--- src/rtl/uart_pkg.sv ---
// Shared UART definitions: state encoding, frame size and parity helper,
// common to the transmitter and the receiver.
package uart_pkg;

   typedef enum logic [2:0] {
      IDLE       = 3'd0,
      START_BIT  = 3'd1,
      DATA_BITS  = 3'd2,
      STOP_BIT   = 3'd3,
      PARITY_BIT = 3'd4,
      GUARD      = 3'd5
   } uart_state_e;

   // Start + 8 data + stop + parity; the guard bit is idle time, not frame content.
   localparam int unsigned FRAME_BITS = 32'd11;

   function automatic logic odd_parity(input logic [7:0] data);
      return ~^data;
   endfunction

endpackage

--- src/rtl/uart_bit_timer.sv ---
// Per-bit cycle counter: counts 0..CLKs_per_bit-1 and flags the last cycle
// of each serial bit. restart holds the count at zero.
module uart_bit_timer #(
   parameter int CLKs_per_bit = 2
) (
   input  logic clk,
   input  logic rst,
   input  logic restart,
   output logic last
);

   localparam logic [7:0] LAST_COUNT = 8'(CLKs_per_bit - 1);

   logic [7:0] count_r;

   // Wrapping bit-period counter
   always_ff @(posedge clk) begin
      if (rst || restart) begin
         count_r <= 8'd0;
      end else if (count_r == LAST_COUNT) begin
         count_r <= 8'd0;
      end else begin
         count_r <= count_r + 8'd1;
      end
   end

   assign last = (count_r == LAST_COUNT);

endmodule

--- src/rtl/uart_tx.sv ---
// UART transmitter: start, 8 data bits LSB first, stop, odd parity, guard.
// Define UART_TX_HOLD_EN to add a one-entry hold buffer for back-to-back frames.
module uart_tx
   import uart_pkg::*;
#(
   parameter int CLKs_per_bit = 2
) (
   input  logic       clk,
   input  logic       rst,
   input  logic       tx_valid,
   input  logic [7:0] tx_data,
   output logic       tx_ready,
   output logic       data_out,
   output logic       busy,
   output logic       done
);

   uart_state_e state_r, state_next_s;
   logic [7:0]  shift_r, shift_next_s;
   logic [2:0]  bit_idx_r, bit_idx_next_s;
   logic        parity_r, parity_next_s;
   logic        data_out_r, busy_r, done_r, tx_ready_r;
   logic        line_s, ready_next_s;
   logic        bit_last_s, accept_s, start_s, guard_end_s;
   logic [7:0]  start_byte_s;

   uart_bit_timer #(.CLKs_per_bit(CLKs_per_bit)) u_timer (
      .clk     (clk),
      .rst     (rst),
      .restart (state_r == IDLE),
      .last    (bit_last_s)
   );

   assign accept_s    = tx_valid && tx_ready_r;
   assign guard_end_s = (state_r == GUARD) && bit_last_s;

`ifdef UART_TX_HOLD_EN
   logic [7:0] hold_r;
   logic       hold_full_r, hold_full_next_s, fill_s, free_s;

   // A held byte, or one accepted during the last guard cycle, starts with no idle gap.
   assign start_s      = ((state_r == IDLE) && accept_s) || (guard_end_s && (hold_full_r || accept_s));
   assign start_byte_s = hold_full_r ? hold_r : tx_data;
   assign fill_s       = accept_s && !start_s;
   assign free_s       = guard_end_s && hold_full_r;

   // Fill wins over free so a same-cycle refill keeps the buffer full
   always_comb begin
      if (fill_s) begin
         hold_full_next_s = 1'b1;
      end else if (free_s) begin
         hold_full_next_s = 1'b0;
      end else begin
         hold_full_next_s = hold_full_r;
      end
   end

   always_ff @(posedge clk) begin
      if (rst) begin
         hold_r      <= 8'd0;
         hold_full_r <= 1'b0;
      end else begin
         hold_full_r <= hold_full_next_s;
         if (fill_s) begin
            hold_r <= tx_data;
         end
      end
   end

   assign ready_next_s = !hold_full_next_s;
`else
   assign start_s      = (state_r == IDLE) && accept_s;
   assign start_byte_s = tx_data;
   assign ready_next_s = (state_next_s == IDLE);
`endif

   // Next-state, shift register and parity latch
   always_comb begin
      state_next_s   = state_r;
      shift_next_s   = shift_r;
      bit_idx_next_s = bit_idx_r;
      parity_next_s  = parity_r;
      case (state_r)
         IDLE, GUARD: begin
            if (start_s) begin
               state_next_s   = START_BIT;
               shift_next_s   = start_byte_s;
               parity_next_s  = odd_parity(start_byte_s);
               bit_idx_next_s = 3'd0;
            end else if (state_r == GUARD && bit_last_s) begin
               state_next_s = IDLE;
            end else begin
               state_next_s = state_r;
            end
         end
         START_BIT: begin
            if (bit_last_s) begin
               state_next_s   = DATA_BITS;
               bit_idx_next_s = 3'd0;
            end else begin
               state_next_s = START_BIT;
            end
         end
         DATA_BITS: begin
            if (bit_last_s && bit_idx_r == 3'd7) begin
               state_next_s = STOP_BIT;
            end else if (bit_last_s) begin
               bit_idx_next_s = bit_idx_r + 3'd1;
               shift_next_s   = {1'b0, shift_r[7:1]};
            end else begin
               state_next_s = DATA_BITS;
            end
         end
         STOP_BIT: begin
            if (bit_last_s) begin
               state_next_s = PARITY_BIT;
            end else begin
               state_next_s = STOP_BIT;
            end
         end
         PARITY_BIT: begin
            if (bit_last_s) begin
               state_next_s = GUARD;
            end else begin
               state_next_s = PARITY_BIT;
            end
         end
         default: state_next_s = IDLE;
      endcase
   end

   // Line level for the coming cycle, so data_out can be registered
   always_comb begin
      line_s = 1'b1;
      case (state_next_s)
         START_BIT:  line_s = 1'b0;
         DATA_BITS:  line_s = shift_next_s[0];
         PARITY_BIT: line_s = parity_next_s;
         default:    line_s = 1'b1;
      endcase
   end

   always_ff @(posedge clk) begin
      if (rst) begin
         state_r    <= IDLE;
         shift_r    <= 8'd0;
         bit_idx_r  <= 3'd0;
         parity_r   <= 1'b0;
         data_out_r <= 1'b1;
         busy_r     <= 1'b0;
         done_r     <= 1'b0;
         tx_ready_r <= 1'b1;
      end else begin
         state_r    <= state_next_s;
         shift_r    <= shift_next_s;
         bit_idx_r  <= bit_idx_next_s;
         parity_r   <= parity_next_s;
         data_out_r <= line_s;
         busy_r     <= (state_next_s != IDLE);
         done_r     <= guard_end_s;
         tx_ready_r <= ready_next_s;
      end
   end

   assign tx_ready = tx_ready_r;
   assign data_out = data_out_r;
   assign busy     = busy_r;
   assign done     = done_r;

endmodule
--- config.mk ---
export PLATFORM = sky130hd
export DESIGN_NAME = uart_tx
export DESIGN_NICKNAME = d
export VERILOG_FILES = /design/src/rtl/uart_pkg.sv /design/src/rtl/uart_bit_timer.sv /design/src/rtl/uart_tx.sv
export SDC_FILE = /design/constraint.sdc
export NUM_CORES = 1
export LEC_CHECK = 0
export ABC_AREA = 1
export CORE_UTILIZATION = 55
export DETAILED_ROUTE_END_ITERATION = 12
export HOLD_SLACK_MARGIN = 0.15
export MAX_ROUTING_LAYER = met4
export PLACE_DENSITY = 0.77
export SLEW_MARGIN = 20
export SYNTH_ARGS = -nofsm -noshare
export SYNTH_HDL_FRONTEND = slang
export SYNTH_SLANG_ARGS = --single-unit
--- constraint.sdc ---
create_clock -name clk -period 4.1 [get_ports clk]
set_clock_uncertainty 0.2 [all_clocks]
set_input_delay 1.23 -clock clk [delete_from_list [all_inputs] [get_ports clk]]
set_output_delay 1.23 -clock clk [all_outputs]
set_load 0.01 [all_outputs]
==> reports/qor.csv <==
stage;metric;value;unit
route;drtPass1Iterations;4;
synth;avgSynthCellArea;6.35;µm²
timing;setup_viol;0;
cts;clk_pin_slew;150;ps
route;initialDrtViolationCount;49;
timing;max_slew_margin;67.7;%
setup_path;cp.required;2670;ps
synth;synth-seq-area-share;34.2;%
synth;synth_area_leaders;dfxtp_1 34%, nand2_1 17%, inv_1 10%;
setup_path;critPathMaxFanout;2;
synth;ys_async_sr_fraction;0;%
die;die_h;55.6;µm
finish;stdcell_count;295;
synth;ys_types;31;
synth;synth_warnings;0;
die;die-area;3090;µm²
global_route;grt_pass1_wl;5000;µm
synth;yosysMostFrequentCell;nand2_1;
hold_path;hold_path.class;reg2reg;
finish;n_antenna_cell;0;
route;vias;1412;
die;start_util;57.8;%
route;viasPerCell;4.79;
timing;final_max_slew_viol_count;0;
placed_design;dp_hpwl;2210;µm
cts;cts_buffers;3;
cts;h-tree-depth;1;
timing;min_period;2640;ps
route;antenna_left;0;
cts;cts_resized;0;
finish;final_nets;280;
die;die-width;55.6;µm
cts;cts_tree;built;
cts;insertion_delay;320;ps
synth;yosys.area.top_type;dfxtp_1;
setup_path;crit_chain;clkdlybuf4s50_1;
setup_path;cpMaxStageDelayCell;clkdlybuf4s50_1;
timing;hold_viol;0;
setup_path;cp-start-kind;flop;
route;drt-total-wl;2820;µm
placed_design;pre_cts_ws;1190;ps
setup_path;slowest_delay;530;ps
global_route;gr-total-overflow;0;
run;cap_violations;0;
finish;drive_above_1_share;7.95;%
power_and_ir_drop;pwr_density_cell;324;nW/µm²
cts;post-cts-setup-buffers;0;
status;status;completed;
cts;cts_sinks;27;
setup_path;crit_family;buffers and inverters;
synth;syn_area;1580;µm²
die;core_area;2730;µm²
setup_path;critPathKind;reg2out;
synth;synth_top_area_share;34.2;%
synth;ys_seq_elements;27;
cts;cts_root_buf;clkbuf_4;
timing;worst_slack;1460;ps
timing;fin_setup_tns;0;ps
route;drc;0;
timing;fmax;379;MHz
timing;grt_setup_unrepaired;no;
power_and_ir_drop;peakVddDrop;0.251;mV
synth;synth_common_cells;72 x nand2_1, 44 x inv_1, 29 x nor2_1;
placed_design;dp_cells;291;
power_and_ir_drop;p_leak;0.907;nW
global_route;grt_max_degree;16;
synth;ys.flop_type;dfxtp_1;
synth;syn_inst;249;
die;io_pins;15;
timing;worst_slew_pin_slew;483;ps
synth;syn_nets;264;
setup_path;cp.arrival;1210;ps
global_route;antenna_found_initial;0;
finish;final_cell_area;1760;µm²
placed_design;portBuffers;14;
power_and_ir_drop;p_total;571;µW
synth;synth_edf_count;0;
route;wl_per_cell;9.55;µm
finish;fill_cells;269;
setup_path;path_buf_inv;1;
global_route;grt_util_all_layers;20.4;%
placed_design;gp_congestion;0.784;
setup_path;end_kind;primary output;
cts;holdBufCountCts;0;
die;num_rows;19;
cts;max-clock-path-buffers;2;
finish;syn_to_final_growth;11.6;%
global_route;first_global_vias;1248;
timing;finalCritPeriodShare;64.4;%
placed_design;placed_cell_area;1740;µm²
[placed cells by master, fill, tap and decap left out, types with 2 or more instances in the layout]
cell	Yosys	final
nand2_1	72	72
inv_1	44	44
nor2_1	29	29
dfxtp_1	27	27
a21oi_1	14	14
clkdlybuf4s50_1	0	14
nand3_1	13	13
o21ai_0	9	9
inv_2	6	6
nor3_1	6	6
ha_1	4	4
nand2_2	3	3
clkbuf_4	0	3
nand2_4	2	2
xor2_1	2	2
[path summary, 6_finish.rpt]
check	startpoint	end	slack, ps	depth (start not counted)
worst max-delay path	tx_ready	tx_ready	1460	1
worst min register to register	bit_idx_r[1]	bit_idx_r[1]	270	2
worst max register to register	u_timer.count_r[0]	shift_r[4]	2310	8
worst min-delay path	bit_idx_r[1]	bit_idx_r[1]	270	2
[where the power goes]
group | internal (mW) | switching (mW) | total [mW] | leakage (nW)
Clock | 0.0366 | 0.0802 | 0.117 | 0.0177
Combinational | 0.0629 | 0.0938 | 0.157 | 0.668
Sequential | 0.285 | 0.0125 | 0.298 | 0.221
Total | 0.385 | 0.187 | 0.571 | 0.907
[area by class of cell]
type	instances	area, µm²	share of cell area [%]
clock inverters	1	5.00	0.284
inverters	50	188	10.6
multi-input cells	169	830	47.0
flip-flops and latches	27	541	30.6
clock buffers	3	22.5	1.28
repair buffers	14	140	7.94
well taps	31	38.8	2.20
[stage by stage]
stage          util, %  hold WS, ps
2_1_floorplan        -          227
3_3_place_gp      63.5          243
3_5_place_dp      63.5          251
4_1_cts           64.5          271
5_1_grt           64.5          325
6_report          64.5          266
[registers in the layout (all words and copies together) (netlist names)]
signal and cells:
state_r 3, parity_r 1, done 1, busy 1, u_timer.count_r 8, data_out 1
tx_ready 1, bit_idx_r 3, shift_r 8
[logic make-up after synthesis]
kind of cell | after synthesis | share of synthesized area (%)
xor+xnor | 3 | 1.66
fa+ha+maj | 4 | 3.17
buf+inv | 53 | 13.3
compound gates | 27 | 9.50
flops | 27 | 34.2
simple gates | 135 | 38.2
[metal layers]
metal  wire [µm]  track usage [%]
met2        1270             32.2
met5           0                -
met4          23             6.43
met3          91             2.79
met1        1430             27.4
Power figures use the tool's default switching activity.
